===== config.mk =====
export PLATFORM = sky130hd
export DESIGN_NAME = ysyx_040750_csr_regfile
export DESIGN_NICKNAME = d
export VERILOG_FILES = /design/src/rtl/ysyx_040750_csr_regfile.sv
export SDC_FILE = /design/constraint.sdc
export NUM_CORES = 1
export LEC_CHECK = 0
export ABC_AREA = 1
export CAP_MARGIN = 10
export CELL_PAD_IN_SITES_DETAIL_PLACEMENT = 1
export CELL_PAD_IN_SITES_GLOBAL_PLACEMENT = 1
export CORE_UTILIZATION = 39
export CTS_BUF_LIST = sky130_fd_sc_hd__clkbuf_4
export CTS_CLUSTER_DIAMETER = 100
export DETAILED_ROUTE_END_ITERATION = 12
export PLACE_DENSITY = 0.95
export SYNTH_ARGS = -nofsm -noshare
export SYNTH_HDL_FRONTEND = slang
export SYNTH_SLANG_ARGS = --single-unit

===== constraint.sdc =====
create_clock -name I_sys_clk -period 15.36 [get_ports I_sys_clk]
set_input_delay 2.304 -clock I_sys_clk [delete_from_list [all_inputs] [get_ports I_sys_clk]]
set_output_delay 2.304 -clock I_sys_clk [all_outputs]
set_load 0.1 [all_outputs]

===== src/rtl/ysyx_040750_csr_regfile.sv =====
// Machine-mode CSR register file: mstatus, mtvec, mscratch, mepc, mcause with trap/mret commit.
// Define YSYX_040750_MCYCLE_EN to add the free-running mcycle counter at 0xB00.
module ysyx_040750_csr_regfile #(
   parameter int DATA_W = 64
) (
   input  logic              I_sys_clk,
   input  logic              I_rst,
   input  logic [11:0]       I_csr_raddr_ID,
   output logic [DATA_W-1:0] O_csr_rdata_ID,
   input  logic              I_csr_wen_WB,
   input  logic [11:0]       I_csr_waddr_WB,
   input  logic [DATA_W-1:0] I_csr_wdata_WB,
   input  logic              I_trap_en,
   input  logic [DATA_W-1:0] I_trap_pc,
   input  logic [DATA_W-1:0] I_trap_cause,
   input  logic              I_mret_en,
   output logic [DATA_W-1:0] O_mtvec,
   output logic [DATA_W-1:0] O_mepc
);

   localparam logic [11:0] ADDR_MSTATUS  = 12'h300;
   localparam logic [11:0] ADDR_MTVEC    = 12'h305;
   localparam logic [11:0] ADDR_MSCRATCH = 12'h340;
   localparam logic [11:0] ADDR_MEPC     = 12'h341;
   localparam logic [11:0] ADDR_MCAUSE   = 12'h342;
   localparam logic [11:0] ADDR_MCYCLE   = 12'hB00;

   localparam logic [DATA_W-1:0] MSTATUS_RST = DATA_W'(64'h0000_000A_0000_1800);

   logic [DATA_W-1:0] mstatus, mtvec, mscratch, mepc, mcause;
   logic [DATA_W-1:0] mstatus_nxt, mtvec_nxt, mscratch_nxt, mepc_nxt, mcause_nxt;

   // WB writes first; trap/mret then override only the fields they own.
   always_comb begin
      mstatus_nxt  = mstatus;
      mtvec_nxt    = mtvec;
      mscratch_nxt = mscratch;
      mepc_nxt     = mepc;
      mcause_nxt   = mcause;

      if (I_csr_wen_WB) begin
         case (I_csr_waddr_WB)
            ADDR_MSTATUS:  mstatus_nxt  = I_csr_wdata_WB;
            ADDR_MTVEC:    mtvec_nxt    = {I_csr_wdata_WB[DATA_W-1:2], 2'b00};
            ADDR_MSCRATCH: mscratch_nxt = I_csr_wdata_WB;
            ADDR_MEPC:     mepc_nxt     = {I_csr_wdata_WB[DATA_W-1:1], 1'b0};
            ADDR_MCAUSE:   mcause_nxt   = I_csr_wdata_WB;
            default: ;
         endcase
      end

      if (I_trap_en) begin
         mepc_nxt              = {I_trap_pc[DATA_W-1:1], 1'b0};
         mcause_nxt            = I_trap_cause;
         mstatus_nxt[7]        = mstatus[3];
         mstatus_nxt[3]        = 1'b0;
         mstatus_nxt[12:11]    = 2'b11;
      end else if (I_mret_en) begin
         mstatus_nxt[3]        = mstatus[7];
         mstatus_nxt[7]        = 1'b1;
         mstatus_nxt[12:11]    = 2'b11;
      end
   end

   always_ff @(posedge I_sys_clk or posedge I_rst) begin
      if (I_rst) begin
         mstatus  <= MSTATUS_RST;
         mtvec    <= '0;
         mscratch <= '0;
         mepc     <= '0;
         mcause   <= '0;
      end else begin
         mstatus  <= mstatus_nxt;
         mtvec    <= mtvec_nxt;
         mscratch <= mscratch_nxt;
         mepc     <= mepc_nxt;
         mcause   <= mcause_nxt;
      end
   end

`ifdef YSYX_040750_MCYCLE_EN
   logic [DATA_W-1:0] mcycle;
   logic [DATA_W-1:0] mcycle_nxt;

   // A WB write replaces the increment for that cycle.
   always_comb begin
      mcycle_nxt = mcycle + DATA_W'(1);
      if (I_csr_wen_WB && (I_csr_waddr_WB == ADDR_MCYCLE))
         mcycle_nxt = I_csr_wdata_WB;
   end

   always_ff @(posedge I_sys_clk or posedge I_rst) begin
      if (I_rst) mcycle <= '0;
      else       mcycle <= mcycle_nxt;
   end
`endif

   // Read path has no bypass; the forwarding stage resolves same-cycle writes.
   always_comb begin
      O_csr_rdata_ID = '0;
      case (I_csr_raddr_ID)
         ADDR_MSTATUS:  O_csr_rdata_ID = mstatus;
         ADDR_MTVEC:    O_csr_rdata_ID = mtvec;
         ADDR_MSCRATCH: O_csr_rdata_ID = mscratch;
         ADDR_MEPC:     O_csr_rdata_ID = mepc;
         ADDR_MCAUSE:   O_csr_rdata_ID = mcause;
`ifdef YSYX_040750_MCYCLE_EN
         ADDR_MCYCLE:   O_csr_rdata_ID = mcycle;
`endif
         default:       O_csr_rdata_ID = '0;
      endcase
   end

   assign O_mtvec = mtvec;
   assign O_mepc  = mepc;

endmodule


# == After elaboration in Yosys (flattened, before gate mapping) ==
# Index checks and enable logic that the tools add are counted.
# totals
latchBits,0
elab_cells,42
input_bits,221
output_inout_bits,192
mem_bits_ro,0
reg_bits,318
n_memories,0
ramBits,0
# classes
n_reduce_logical,11
n_shift,0
div_mod_pow,0
n_eq_ne,10
n_lt_le_gt_ge,0
muxes,15
mul,0
bitwise_logic,0
add_sub_neg,0
# op_table
op,n
$mux 64,6
$pmux 64 s5,1
$eq 12x10->1 const B,10
$mux 13,2
$reduce_and 2->1,6
$reduce_bool 2->1,3
$reduce_bool 3->1,2
$mux 1,4
$mux 2,2

# == Longest topological paths before layout ==
# Gate-level depths: netlist (run 1).
# depth
word_depth,5
depth_mapped,10
depth_no_buf,8

# == Least setup slack after synthesis (run 1) ==
# No wires, ideal clock.
# synth_timing
kind,input port to output port
from,in I_csr_raddr_ID[9]
to,out O_csr_rdata_ID[1]
path_buffers,2
arrival_time_ps,3900
required_ps,13056
slack_ps,9156
stages,8
cell_sequence,nand2_1 -> inv_1 -> nand2_1 -> nor2_4 -> buf_4 -> buf_2 -> nand3_1 -> nand4_1
# synth_between
elab_chain_len,2
word_cells_on_any_way,6
classes_between,eq/ne (5); mux (1)
# synth_lines
item,line_no,source
from (decl),8,"input logic [11:0] I_csr_raddr_ID,"
$eq 12x10->1,101,case (I_csr_raddr_ID)
$pmux 64 s5 (*),101,
to (decl),9,"output logic [DATA_W-1:0] O_csr_rdata_ID,"
# Every way passes the cells marked *; elsewhere a longest branch is shown, timed or not.

# == Worst setup path in the final report (run 1) ==
# layout_timing
from,in I_csr_raddr_ID[10]
to,out O_csr_rdata_ID[54]
# Same word-level chain as after synthesis.

==> metrics, run 1 <==
status finished, final reports clean; Max FO, Critical Path 31; DR vias 18500; startpoint types input port; detailed-route wire length per cell between 20 and 25 um; setup TNS 0 ps; crit end category output port; core outline area around 42000 um2; Hold Path Stages 2; CTS Root Cell clkbuf_4; Die Y around 210 um; Worst-Skew Late Latency between 700 and 800 ps; Post-synth EDFFs 0; Main synth FF type dfrtp_1; Residual DRC 0; Critical Path RT between 10000 and 15000 ps; register area share after synthesis 47.3%; register bit total from synthesis between 300 and 400; crit path buf inv count 3; Hold Crit Class register to register; Async SR Flop Fraction 100%; final setup vio count 0; hold path start mstatus[25]; minimum clock period between 8000 and 9000 ps; total CTS buffers just under 90; initial antenna violation count 7; GRT Util Overall roughly a third; mapped cell area approximately 17000 um2; reg2reg end mstatus[7]; worst slew pin tran roughly 1200 ps; GRT overflow 0; critical path's largest stage delay between 1000 and 1500 ps; Initial Utilization 39.8%; CP Cell Sequence clkdlybuf4s50_1 > nor2_1 > nand2_1 > inv_2 > nand2_1 > nor2_1 > nor2_1 > nand2_1 > clkdlybuf4s50_1; critical path type input port to output port; I/O Pins ~410; fraction of layout cells with a size suffix above 1 under 10%; part of the cycle the worst path needs between 50% and 60%; worst r2r path cells 4; reg2reg setup slack ~14000 ps; Post-Synthesis Cells roughly 2400; first-pass GRT wire length roughly 110000 um; YS warnings 0; Fill cells 5398; vias per cell ~5.5; HPWL reported at the end of detailed placement around 45000 um; TritonCTS clock tree built; hold endpoint mstatus[25]; unrepaired setup endpoints after global routing no; GPL Wtd Cong between 0.8 and 0.9; Setup Skew 11.0 ps; pwr/cell area roughly 94 nW/um2; Final #Nets just under 3000; largest net degree at the start of global routing 96; final hold violation count 0; max-slew violations 0; maxcap violations 0; CP max-delay cell clkdlybuf4s50_1; Netlist cell types 24; H-tree level count 3; Area growth syn-to-layout 31.1%; CP Data Arrival Time roughly 6500 ps; buffer levels on the longest clock path 3; DR iter-0 viols ~1200; port buffer count a little over 400; R2R Path Start mstatus[3]; Pwr Total 2070 uW; FMAX roughly 110 MHz; syn_area_per_cell a little over 7 um2; # resized after CTS 0; # rows 75; Max IR drop VDD 0.0000553 V; ANT nets after route 0; Crit path max-delay family buffers and inverters; vias in the first global route 20500; Slew HR slightly below 20%; Pre-Repair DR Iteration Count 5; DRT Wirelength a little over 70000 um; Die W between 200 and 250 um; leak pwr 0.0112 uW; clock transition at the registers of the reported paths about 50 ps; Setup Buffers After CTS 0; Die ar. between 40000 and 50000 um2; hold_buf cts 0; Clock Sinks around 320
cells by family (layout without fill, tap and decap cells):
kind of cell	after synthesis	count (layout)	share of synthesized area [%]
AO/OA/AOI/OAI	203	203	6.06
flip-flops	317	317	47.3
AND/OR/NAND/NOR	1492	1492	36.5
buffers and inverters	371	791	10.1
other	1	12	0.0223
metal layers:
metal | vias up | GRT usage [%] | share of wire, %
li1 | 8216 | - | -
met1 | 9186 | 38.1 | 38
met2 | 857 | 56.0 | 49
met3 | 241 | 8.08 | 7.8
met4 | 4 | 17.7 | 4.5
met5 | - | 0 | 0.042
worst reg2reg max path, stage by stage (launching register included):
cell	delay, ps
dfrtp_1	410
o22ai_1	220
nand2_1	90
nand2_1	60
inv_1	40
metrics by stage:
step	instance area [um2]	hold WS (ps)	cells	worst slack, ps	utilization, %
floorplan	16800	453	2386	4290	-
global placement	20900	465	3193	6610	49.5
detailed placement	20900	475	3193	6580	49.5
CTS	22000	489	3345	6570	52.1
global route	22000	514	3350	6380	52.1
finish	22000	489	3354	6540	52.1
where the power goes:
| group | internal [uW] | switching, uW | leakage (uW) |
|---|---|---|---|
| logic | 112 | 268 | 0.00630 |
| clock network | 408 | 380 | 0.000673 |
| registers | 872 | 28.6 | 0.00421 |
area by class of cell:
type / instances / area (um2) / share of cell area (%)
clock buffer: 140 / 1050 / 4.77
inverter: 210 / 802 / 3.64
antenna: 9 / 22.5 / 0.102
sequential: 317 / 7940 / 36.1
clock inverter: 12 / 46.3 / 0.210
tap: 539 / 674 / 3.06
multi-input combinational: 1698 / 7240 / 32.9
timing repair buffer: 429 / 4240 / 19.3
synth_stat cells (all sizes together) (2+ instances only):
library cell,number,area [um2]
nand3b,2,15.0
clkbuf,46,176
o21ai,202,1010
nor3,2,15.0
nor2,147,577
dfstp,4,105
buf,115,734
dfrtp,313,7830
nand3,379,1900
nand2,961,3620
inv,210,788
how the worst max path moves through the flow:
stage,from,endpoint,slack (ps),depth (start not counted)
after CTS,I_csr_raddr_ID[10],O_csr_rdata_ID[54],6570,9
after detailed placement,I_csr_raddr_ID[10],O_csr_rdata_ID[54],6580,9
final,I_csr_raddr_ID[10],O_csr_rdata_ID[54],6540,9
after global placement,I_csr_raddr_ID[10],O_csr_rdata_ID[54],6610,9
after global routing,I_csr_raddr_ID[10],O_csr_rdata_ID[22],6380,9
after floorplan,I_rst,O_mepc[10],4290,1
registers in the layout, summed over array words and instances, names as in the netlist:
name / flops
mcause: 64
mscratch: 64
O_mtvec: 62
mstatus: 64
O_mepc: 63
cells in the final DEF, fill, tap and decap left out, types with 3 or more instances in the layout:
master,netlist,layout
inv_2,0,5
nor2_1,141,136
nand3_1,378,377
nand2_4,0,4
dfrtp_1,313,313
o21ai_1,51,51
dfstp_2,4,4
nor2_2,4,4
clkbuf_4,1,140
o21ai_0,151,151
nand2_1,957,956
diode_2,0,9
buf_4,14,22
conb_1,1,3
clkdlybuf4s50_1,0,407
inv_1,210,205
nor2_4,2,7
clkinv_1,0,8
(Power assumes the default switching activity.)
==> run 2: changes to the inputs <==
--- a/config.mk
+++ b/config.mk
@@ -9,11 +9,11 @@
 export CAP_MARGIN = 10
 export CELL_PAD_IN_SITES_DETAIL_PLACEMENT = 1
 export CELL_PAD_IN_SITES_GLOBAL_PLACEMENT = 1
-export CORE_UTILIZATION = 39
+export CORE_UTILIZATION = 36
 export CTS_BUF_LIST = sky130_fd_sc_hd__clkbuf_4
 export CTS_CLUSTER_DIAMETER = 100
 export DETAILED_ROUTE_END_ITERATION = 12
-export PLACE_DENSITY = 0.95
+export PLACE_DENSITY = 0.9
 export SYNTH_ARGS = -nofsm -noshare
 export SYNTH_HDL_FRONTEND = slang
 export SYNTH_SLANG_ARGS = --single-unit
==> constraint.sdc (replaced) <==
create_clock -name I_sys_clk -period 8.2 [get_ports I_sys_clk]
set_input_delay 1.23 -clock I_sys_clk [delete_from_list [all_inputs] [get_ports I_sys_clk]]
set_output_delay 1.23 -clock I_sys_clk [all_outputs]
set_load 0.1 [all_outputs]
==> metrics, run 2 (synthesis gave the netlist of run 1 again) <==
part of the cycle the worst path needs between 80% and 90%; Initial Utilization 36.8%; DR iter-0 viols about 1200; setup TNS 0 ps; largest net degree at the start of global routing between 150 and 200; Area growth syn-to-layout 32.5%; Slew HR 16.7%; TritonCTS clock tree built; Final #Nets just under 3000; maxcap violations 0; Reg area 7940 um2; GRT Util Overall between 20% and 30%; GRT overflow 0; vias in the first global route ~20000; Die W 218 um; Setup Skew between 9 and 10 ps; final hold violation count 0; unrepaired setup endpoints after global routing no; I/O Pins 413; initial antenna violation count 4; DP Area roughly 21000 um2; ANT nets after route 0; final setup vio count 0; footprint of the multi-input gates 7250 um2; DRT Wirelength just over 70000 um; crit end category output port; Die Y approximately 220 um; H-tree level count 3; total CTS buffers slightly below 90; most common cell after layout, fill and taps aside nand2_1; CTS Root Cell clkbuf_4; most frequent cells in the layout nand2_1 (955), clkdlybuf4s50_1 (407), nand3_1 (377); minimum clock period about 6600 ps; Clock Sinks approximately 320; # rows approximately 80; Worst-Skew Late Latency a little under 800 ps; Pwr Total between 4000 and 5000 uW; pwr/cell area 181 nW/um2; Max IR drop VDD 0.0000923 V; Critical Path RT roughly 7000 ps; detailed-route wire length per cell just over 20 um; Hold Crit Class register to register; buffer levels on the longest clock path 3; # resized after CTS 0; fraction of layout cells with a size suffix above 1 about 7.2%; Fill cells 5764; DR vias roughly 18000; max-slew violations 0; Die ar. ~48000 um2; status finished, final reports clean; HPWL reported at the end of detailed placement between 40000 and 50000 um; first-pass GRT wire length about 110000 um; CP Data Arrival Time roughly 5400 ps; post-route cell area approximately 22000 um2; vias per cell roughly 5.3; Pre-Repair DR Iteration Count 5; critical path type input port to output port; Residual DRC 0; core outline area 45700 um2; Largest regs mcause: 64 flops, mscratch: 64 flops, mstatus: 64 flops; Max FO, Critical Path 23; startpoint types input port; clock transition at the registers of the reported paths approximately 60 ps; Setup Buffers After CTS 0; hold_buf cts 0; Fin Hold WS between 400 and 500 ps; leak pwr 0.0113 uW; GPL Wtd Cong 0.818; worst slew pin tran between 1000 and 1500 ps; FMAX 152 MHz; port buffer count between 400 and 500
[run 2: layer usage]
metal  vias up  GRT usage (%)  share of wire [%]
met4         0           13.2                3.2
met5         -              0                  0
met3       152           6.12                6.5
li1       8235              -                  -
met1      8992           36.0                 41
met2       695           50.4                 49
[run 2: worst paths after layout]
path,startpoint,endpoint,slack [ps],depth (start not counted)
setup / recovery,I_csr_raddr_ID[10],O_csr_rdata_ID[46],1620,9
hold / removal,mstatus[62],mstatus[62],490,2
setup reg to reg,mstatus[3],mstatus[7],7300,4
hold reg to reg,mstatus[62],mstatus[62],490,2
max in group asynchronous,I_rst,mcause[42],5690,4
min in group asynchronous,I_rst,O_mepc[11],1010,3
[run 2: layout make-up]
| class | count | share of cell area [%] |
|---|---|---|
| antenna | 4 | 0.0450 |
| tap | 600 | 3.37 |
| multi-input combinational | 1698 | 32.6 |
| clock inverter | 17 | 0.647 |
| clock buffer | 146 | 4.93 |
| inverter | 210 | 3.59 |
| sequential | 317 | 35.7 |
| timing repair buffer | 429 | 19.2 |
[run 2: power breakdown]
part / internal, uW / switching [uW] / total (uW)
clock network: 894 / 726 / 1620
registers: 1630 / 53.0 / 1690
logic: 211 / 500 / 711
[run 2: through the flow]
step,util [%],setup slack (ps),std cells
final,48.7,1620,3421
after global placement,46.0,1670,3254
after global routing,48.7,1350,3421
after CTS,48.7,1510,3417
after detailed placement,46.0,1510,3254
after floorplan,-,2750,2386
[run 2: critical path: stages]
cell             delay, ps
clkdlybuf4s50_1        480
nor2_1                 120
nand2_1                370
nor2_4                 800
nand2_2                710
nor2_1                 290
nor2_1                  70
nand2_1                110
clkdlybuf4s50_1       1160
